### config.mk
export PLATFORM = sky130hd
export DESIGN_NAME = hilo_seq_ctrl
export DESIGN_NICKNAME = d
export VERILOG_FILES = /design/src/rtl/hilo_pkg.sv /design/src/rtl/hilo_lat_counter.sv /design/src/rtl/hilo_seq_ctrl.sv
export SDC_FILE = /design/constraint.sdc
export NUM_CORES = 1
export LEC_CHECK = 0
export CAP_MARGIN = 10
export CORE_MARGIN = 10
export CORE_UTILIZATION = 43
export CTS_CLUSTER_DIAMETER = 40
export DETAILED_ROUTE_END_ITERATION = 12
export PLACE_DENSITY_LB_ADDON = 0.12
export SLEW_MARGIN = 5
export SYNTH_ARGS = -nofsm -noshare
export SYNTH_HDL_FRONTEND = slang
export SYNTH_HIERARCHICAL = 1
export SYNTH_SLANG_ARGS = --single-unit
### constraint.sdc
create_clock -name i_clk -period 4.7 [get_ports i_clk]
set_clock_uncertainty 0.1 [all_clocks]
set_input_delay 0.94 -clock i_clk [delete_from_list [all_inputs] [get_ports i_clk]]
set_output_delay 0.94 -clock i_clk [all_outputs]
set_load 0.02 [all_outputs]
### src/rtl/hilo_pkg.sv
// hilo_pkg: shared definitions for the HI/LO sequencing controller.
// Contents: HI/LO op-code encoding, controller state encoding, default
// latencies, result-select codes and small op-classification helpers.
package hilo_pkg;

  typedef enum logic [3:0] {
    OpNone  = 4'd0,
    OpMult  = 4'd1,
    OpMultu = 4'd2,
    OpDiv   = 4'd3,
    OpDivu  = 4'd4,
    OpMfhi  = 4'd5,
    OpMflo  = 4'd6,
    OpMthi  = 4'd7,
    OpMtlo  = 4'd8
  } hilo_op_e;

  typedef enum logic {
    StIdle = 1'b0,
    StRun  = 1'b1
  } hilo_state_e;

  localparam int unsigned DefMultLat = 5;
  localparam int unsigned DefDivLat  = 10;
  localparam int unsigned DefCntW    = 4;

  localparam logic [1:0] RdNone = 2'd0;
  localparam logic [1:0] RdHi   = 2'd1;
  localparam logic [1:0] RdLo   = 2'd2;

  // Multi-cycle operations that occupy the arithmetic unit.
  function automatic logic is_long_op(logic [3:0] op);
    return (op == OpMult) || (op == OpMultu) || (op == OpDiv) || (op == OpDivu);
  endfunction

  function automatic logic is_div_op(logic [3:0] op);
    return (op == OpDiv) || (op == OpDivu);
  endfunction

  // NONE and codes above MTLO are not HI/LO work.
  function automatic logic is_valid_op(logic [3:0] op);
    return (op != OpNone) && (op <= OpMtlo);
  endfunction

endpackage

### src/rtl/hilo_lat_counter.sv
// hilo_lat_counter: loadable latency down-counter for the HI/LO sequencer.
// Ports:
//   i_clk       clock, rising edge
//   i_reset     asynchronous active-low reset (count -> 0)
//   i_clr       synchronous clear (highest priority)
//   i_load      load i_load_val at next edge
//   i_load_val  latency to load
//   i_hold      freeze count this cycle
//   o_last      count == 1 (final cycle of the operation)
module hilo_lat_counter #(
  parameter int unsigned CNT_W = 4
) (
  input  logic             i_clk,
  input  logic             i_reset,
  input  logic             i_clr,
  input  logic             i_load,
  input  logic [CNT_W-1:0] i_load_val,
  input  logic             i_hold,
  output logic             o_last
);

  logic [CNT_W-1:0] r_count;
  logic [CNT_W-1:0] w_count_d;

  always_comb begin
    w_count_d = r_count;
    if (i_clr) begin
      w_count_d = '0;
    end else if (i_load) begin
      w_count_d = i_load_val;
    end else if (!i_hold && (r_count != '0)) begin
      // Saturates at zero so an idle counter never wraps.
      w_count_d = r_count - CNT_W'(1);
    end
  end

  always_ff @(posedge i_clk or negedge i_reset) begin
    if (!i_reset) begin
      r_count <= '0;
    end else begin
      r_count <= w_count_d;
    end
  end

  assign o_last = (r_count == CNT_W'(1));

endmodule

### src/rtl/hilo_seq_ctrl.sv
// hilo_seq_ctrl: sequencing controller for the E-stage multiply/divide HI/LO unit.
// Accepts HI/LO-class ops over valid/ready, launches mult/div, counts their
// latency, issues the commit pulse and stalls the pipeline while occupied.
// Optional macro HILO_ABORT_EN: when defined, req in RUN aborts the operation
// (no commit); when undefined, req in RUN freezes it until req falls.
// Ports:
//   i_clk       clock, rising edge
//   i_reset     asynchronous active-low reset
//   i_req       exception/interrupt request; freezes the controller
//   i_op_valid  E stage presents a HI/LO-class instruction
//   i_op_code   HI/LO op code (hilo_pkg encoding)
//   o_op_ready  controller can accept an op this cycle
//   o_stall     valid HI/LO op presented but not ready
//   o_md_start  launch pulse to the arithmetic unit (on accept)
//   o_md_op     op held for the unit, accept through commit
//   o_commit    staged HI/LO written at end of this cycle
//   o_hi_we     mthi write enable (on accept)
//   o_lo_we     mtlo write enable (on accept)
//   o_rd_sel    result select: 0 none, 1 HI, 2 LO
//   o_busy      long operation in flight
module hilo_seq_ctrl
  import hilo_pkg::*;
#(
  parameter int unsigned MULT_LAT = DefMultLat,
  parameter int unsigned DIV_LAT  = DefDivLat,
  parameter int unsigned CNT_W    = DefCntW
) (
  input  logic       i_clk,
  input  logic       i_reset,
  input  logic       i_req,
  input  logic       i_op_valid,
  input  logic [3:0] i_op_code,
  output logic       o_op_ready,
  output logic       o_stall,
  output logic       o_md_start,
  output logic [3:0] o_md_op,
  output logic       o_commit,
  output logic       o_hi_we,
  output logic       o_lo_we,
  output logic [1:0] o_rd_sel,
  output logic       o_busy
);

  hilo_state_e      r_state;
  hilo_state_e      w_state_d;
  logic [3:0]       r_md_op;
  logic [3:0]       w_md_op_d;
  logic             w_ready;
  logic             w_valid_op;
  logic             w_accept;
  logic             w_load;
  logic [CNT_W-1:0] w_load_val;
  logic             w_hold;
  logic             w_clr;
  logic             w_last;

  assign w_valid_op = is_valid_op(i_op_code);

  // While reset is held the controller reports ready regardless of req, but
  // nothing may be accepted until reset is released.
  assign w_ready  = (r_state == StIdle) & (!i_req | !i_reset);
  assign w_accept = i_op_valid & w_valid_op & w_ready & i_reset;

  assign o_op_ready = w_ready;
  assign o_stall    = i_op_valid & w_valid_op & !w_ready;
  assign o_busy     = (r_state == StRun);

  // The launching op is visible to the unit in the accept cycle itself.
  assign o_md_op = o_md_start ? i_op_code : r_md_op;

  always_comb begin
    w_state_d  = r_state;
    w_md_op_d  = r_md_op;
    w_load     = 1'b0;
    w_load_val = '0;
    w_hold     = 1'b1;
    w_clr      = 1'b0;
    o_md_start = 1'b0;
    o_commit   = 1'b0;
    o_hi_we    = 1'b0;
    o_lo_we    = 1'b0;
    o_rd_sel   = RdNone;

    case (r_state)
      StIdle: begin
        if (w_accept) begin
          if (is_long_op(i_op_code)) begin
            o_md_start = 1'b1;
            w_md_op_d  = i_op_code;
            w_load     = 1'b1;
            w_load_val = is_div_op(i_op_code) ? CNT_W'(DIV_LAT) : CNT_W'(MULT_LAT);
            w_state_d  = StRun;
          end else begin
            case (i_op_code)
              OpMthi:  o_hi_we  = 1'b1;
              OpMtlo:  o_lo_we  = 1'b1;
              OpMfhi:  o_rd_sel = RdHi;
              OpMflo:  o_rd_sel = RdLo;
              default: ;
            endcase
          end
        end
      end

      StRun: begin
        if (i_req) begin
`ifdef HILO_ABORT_EN
          w_clr     = 1'b1;
          w_md_op_d = OpNone;
          w_state_d = StIdle;
`else
          // Freeze: counter held, state and md_op unchanged.
          w_hold = 1'b1;
`endif
        end else begin
          w_hold = 1'b0;
          if (w_last) begin
            o_commit  = 1'b1;
            w_md_op_d = OpNone;
            w_state_d = StIdle;
          end
        end
      end

      default: begin
        w_clr     = 1'b1;
        w_md_op_d = OpNone;
        w_state_d = StIdle;
      end
    endcase
  end

  always_ff @(posedge i_clk or negedge i_reset) begin
    if (!i_reset) begin
      r_state <= StIdle;
      r_md_op <= OpNone;
    end else begin
      r_state <= w_state_d;
      r_md_op <= w_md_op_d;
    end
  end

  hilo_lat_counter #(
    .CNT_W (CNT_W)
  ) u_lat_counter (
    .i_clk      (i_clk),
    .i_reset    (i_reset),
    .i_clr      (w_clr),
    .i_load     (w_load),
    .i_load_val (w_load_val),
    .i_hold     (w_hold),
    .o_last     (w_last)
  );

endmodule

; Yosys cells after proc, flatten, opt, wreduce, memory -nomap -nowiden
; Index checks and enable logic that the tools add are counted.
[word_totals]
register_bits = 9
in_bits = 8
output_inout_bits = 13
wordCells = 74
[classes]
addsub = 1
magnitude_cmp = 1
n_eq_ne = 13
mux = 35
bitwise_logic = 7
n_reduce_logical = 14
[ops]
columns = cell, count
row1 = 4-bit 2-to-1 mux, 11
row2 = 1-bit 2-to-1 mux, 18
row3 = "4-bit by 3-bit == test with 1-bit output, second input constant", 4
row4 = "4-bit by 1-bit == test with 1-bit output, second input constant", 2
row5 = "4-bit by 2-bit == test with 1-bit output, second input constant", 2
row6 = 4-bit one-hot mux with 2 select lines, 1
row7 = 4-bit nonzero test, 2
row8 = 2-bit 2-to-1 mux, 3
row9 = 1-bit AND, 5
row10 = "4-bit == test, second input constant", 1
row11 = "4-bit <= comparator, second input constant", 1
row12 = 1-bit zero test, 4
row13 = 1-bit logical OR, 4
row14 = "2-bit by 1-bit != test with 1-bit output, second input constant", 2
row15 = "2-bit != test, second input constant", 2
row16 = 2-bit one-hot mux with 2 select lines, 1
row17 = 4-bit AND reduction, 1
row18 = "4-bit by 1-bit subtractor with 4-bit output, second input constant", 1
row19 = 1-bit logical AND, 2
row20 = 1-bit one-hot mux with 2 select lines, 1
row21 = 2-bit nonzero test, 1
row22 = 1-bit inverter, 1
row23 = 1-bit bitwise OR, 1

; Logic depth before layout (Yosys ltp)
[logic_depth]
word_depth = 8
ltp_mapped = 7
ltp_nobuf = 6

; By module
; Netlist, hierarchy kept.
[by_module_without_submodules]
columns = module, instances, cells_each, area_per_inst_um2, seq_area_each_um2
row1 = hilo_seq_ctrl, 1, 47, 449.2, 125.1
row2 = hilo_lat_counter, 1, 32, 315.3, 100.1

; Worst setup path before layout
; Ideal clock, no wire load.
[synth_timing]
kind = input -> output
startpoint = input port i_op_code[0]
endpoint = output port o_md_op[0]
arrival_ps = 2338
required_time_ps = 3660
setup_slack_ps = 1322
cell_stages = 4
n_path_buf = 1
cell_sequence = buf_2 > o21a_1 > nor4_4 > mux2_4
[synth_via]
elab_chain_len = 8
word_cells_on_any_way = 17
cone_classes = 1 x order compare / 4 x eq/ne / 4 x mux / 3 x bitwise / 5 x reduce/logical
[synth_lines]
columns = item, line
row1 = from (decl), hilo_seq_ctrl.sv:32  ; input logic [3:0] i_op_code,
row2 = 4-bit <= comparator (tied with other cells), hilo_pkg.sv:42  ; return (op != OpNone) && (op <= OpMtlo);
row3 = 1-bit logical AND or 1-bit logical OR (tied branches), "hilo_pkg.sv:42, hilo_pkg.sv:33"
row4 = 1-bit AND or 1-bit logical OR (tied branches) (2 in a row), "hilo_seq_ctrl.sv:62, hilo_pkg.sv:33"
row5 = 1-bit AND or 1-bit 2-to-1 mux (tied branches), "hilo_seq_ctrl.sv:62, hilo_seq_ctrl.sv:87"
row6 = 1-bit 2-to-1 mux *, hilo_seq_ctrl.sv:86  ; if (w_accept) begin
row7 = 1-bit 2-to-1 mux *, hilo_seq_ctrl.sv:84  ; case (r_state)
row8 = via o_md_start, hilo_seq_ctrl.sv:35  ; output logic o_md_start,
row9 = 4-bit 2-to-1 mux *, hilo_seq_ctrl.sv:69  ; assign o_md_op = o_md_start ? i_op_code : r_md_op;
row10 = to (decl), hilo_seq_ctrl.sv:36  ; output logic [3:0] o_md_op,
; Mark *: on every way through the listed nets, which the timed path passes. The rest lies on a longest branch.

; Final worst setup path
[layout_timing]
startpoint = input port i_req
endpoint = output port o_md_op[1]
[layout_via]
elab_chain_len = 8
[layout_lines]
columns = item, line
row1 = from (decl), hilo_seq_ctrl.sv:30  ; input logic i_req,
row2 = 1-bit zero test, hilo_seq_ctrl.sv:61  ; assign w_ready = (r_state == StIdle) & (!i_req | !i_reset);
row3 = 1-bit bitwise OR, hilo_seq_ctrl.sv:61
row4 = 1-bit AND, hilo_seq_ctrl.sv:61
row5 = 1-bit AND (2 in a row), hilo_seq_ctrl.sv:62  ; assign w_accept = i_op_valid & w_valid_op & w_ready & i_reset;
row6 = 1-bit 2-to-1 mux, hilo_seq_ctrl.sv:86
row7 = 1-bit 2-to-1 mux, hilo_seq_ctrl.sv:84
row8 = 4-bit 2-to-1 mux, hilo_seq_ctrl.sv:69
; No other way between the ends.

==> results by group <==
Outcome
  • Status: complete, no violations

Placement
  • Gpl congestion: 0.740
  • I/O Buffers: 20
  • HPWL Detailed: roughly 1.4 mm
  • Setup WS pre-CTS: approximately 470 ps

Setup path
  • Critical Path RT: roughly 3700 ps
  • Crit Path Class: input pin to output pin
  • Worst Path Max Fanout: 8
  • Type of origin of the critical path: input pin
  • Launch point of the critical path: i_req
  • Worst Path Arrival: about 3200 ps
  • Crit end category: output pin
  • RR Startpoint: o_busy

Die
  • # IOs: 21
  • Die height: 62.2 um
  • Row cnt: 15
  • DIE AREA: just under 4000 um2
  • Total core area: roughly 1700 um2
  • Starting Density: 0.448
  • Die X: 62.2 um

STA
  • Relative slew margins: 0.568
  • Number of max-slew violations in the final report: 0
  • Slew @ Worst Pin: between 600 and 700 ps
  • Setup_tns: 0 ps
  • Max Freq: about 240 MHz
  • Unrepaired setup endpoints after global routing: false
  • Finish-stage setup viols: 0
  • Period utilisation layout: 0.896
  • Setup WS post-layout: around 500 ps
  • Endpoints failing hold: 0
  • Tmin final: 4210 ps
  • Min Hold Slack: between 400 and 500 ps

Finish
  • Nets@finish: 120
  • Fill cells: roughly 160
  • Area delta synth->final: 36.8%
  • Final core occ: 0.612
  • Antenna diodes: 0
  • Commonest non-fill, non-tap cell in the layout: clkdlybuf4s50_1
  • Most frequent cells in the layout: clkdlybuf4s50_1 (20), inv_1 (9), dfrtp_1 (9)
  • Share of post-route cells with drive strength above 1: 0.120

CTS
  • H-tree levels: 1
  • Post-cts gate resize count: 0
  • Clk root buf: clkbuf_4
  • Clock Sinks: 9
  • CTS tree: yes
  • TritonCTS Buffers: 3
  • Hold_buf cts: 0
  • Setup repair bufs after CTS: 0
  • Clock transition at path regs: approximately 60 ps
  • Clk_lat worst skew: ~250 ps
  • Clock Tree Buf Depth: 2

Global route
  • Vias in the first global route: roughly 670
  • Total GRT Usage: 0.0920
  • First-pass GRT wire length: 3.05 mm
  • Total grt overflow: 0
  • Largest net degree at the start of global routing: 12
  • Antenna violations before repair: 0

Worst hold path
  • Worst hold-check path type: register to register
  • Hold_sp: r_md_op[3]

Synth
  • Dominant synthesized flop cell: dfrtp_1
  • Synth warn: 6
  • Mapped cell area: about 760 um2
  • Synthesized area per cell: between 9 and 10 um2
  • Post-synth ARST share: 1.00
  • Register area share after synthesis: 0.295
  • Post-synth EDFFs: 0
  • Post-Synthesis Cells: 79
  • Synthesized flop and latch total: 9
  • Synth unique cells: 34

Power and ir drop
  • Largest vdd supply drop: 239 uV
  • Pwr dens: 354 nW/um2
  • Leakage: ~0.45 nW

Drt
  • ANT nets after route: 0
  • Drt pass-1 iters: 4
  • Routed len/inst: between 10 and 15 um
  • DRC Markers: 0
  • DRT Wirelength: between 1.5 and 2 mm
  • DR vias: ~660
  • Iter 0 DRT Violations: 22
  • Vias per cell: roughly 5

Flow run
  • Max cap viols: 0
[synth_stat cells, drive strengths merged, types with 2 or more instances]
master,count,share of area
inv,9,0.044
nor2,2,0.0098
nand2,3,0.015
o21a,2,0.020
mux2i,3,0.039
nor4,2,0.044
nor3b,4,0.039
a211o,3,0.034
ha,3,0.049
mux2,3,0.059
a21oi,3,0.020
a2bb2oi,3,0.034
nand2b,4,0.033
nor2b,3,0.025
nor3,5,0.039
nand3b,2,0.020
or2b,2,0.020
dfrtp,9,0.29
[report_power, final]
part           leakage [nW]  internal (mW)  switching (mW)
sequential            0.118         0.0991          0.0230
clock                0.0150         0.0326          0.0258
combinational         0.317          0.105          0.0850
total                 0.450          0.237           0.134
[registers in the layout, summed over array words and instances (netlist names)]
register,cells
u_lat_counter/r_count,4
r_md_op,4
o_busy,1
[stage by stage]
step	total power, mW	instances	area (um2)
global route	0.398	133	1050
finish	0.370	133	1050
CTS	0.376	133	1050
detailed placement	0.316	129	1020
floorplan	0.241	84	783
global placement	0.314	129	1020
[worst max-delay path, stage by stage]
cell and delay, ps:
clkdlybuf4s50_1 480, nand4bb_4 280, nor4_4 580, mux2_4 340
clkdlybuf4s50_1 540
[layer usage]
| layer | global-route usage | wire [um] | up-vias |
|---|---|---|---|
| met2 | 0.150 | 823 | 20 |
| met3 | 0.0341 | 121 | 2 |
| met5 | 0 | 0 | - |
| met4 | 0.0257 | 5 | 0 |
| li1 | - | - | 335 |
| met1 | 0.109 | 766 | 300 |
[logic make-up after synthesis]
family	Yosys count	share of synthesized area
xor+xnor	2	0.0229
compound gates	15	0.157
simple gates	32	0.316
buf+inv	11	0.0573
other cells	1	0.00491
flops	9	0.295
mux	6	0.0982
fa+ha+maj	3	0.0491
[layout make-up]
cell class                 instances  area, um2  share of cell area
tap                               25       31.3              0.0299
multi-input combinational         64        514               0.492
timing repair buffer              22        215               0.206
inverter                           9       33.8              0.0323
sequential                         9        225               0.215
clock buffer                       4       26.3              0.0251
[worst paths after layout]
kind                                                 end  slack (ps)  cells past startpoint
worst max register to register  u_lat_counter/r_count[1]        2480                      6
worst max-delay path                          o_md_op[1]         490                      5
worst min-delay path                          r_md_op[3]         440                      1
max in group asynchronous                     r_md_op[0]        3360                      2
min in group asynchronous       u_lat_counter/r_count[3]        1000                      2
worst min register to register                r_md_op[3]         440                      1
No activity file was read; power rests on OpenSTA's default activity.
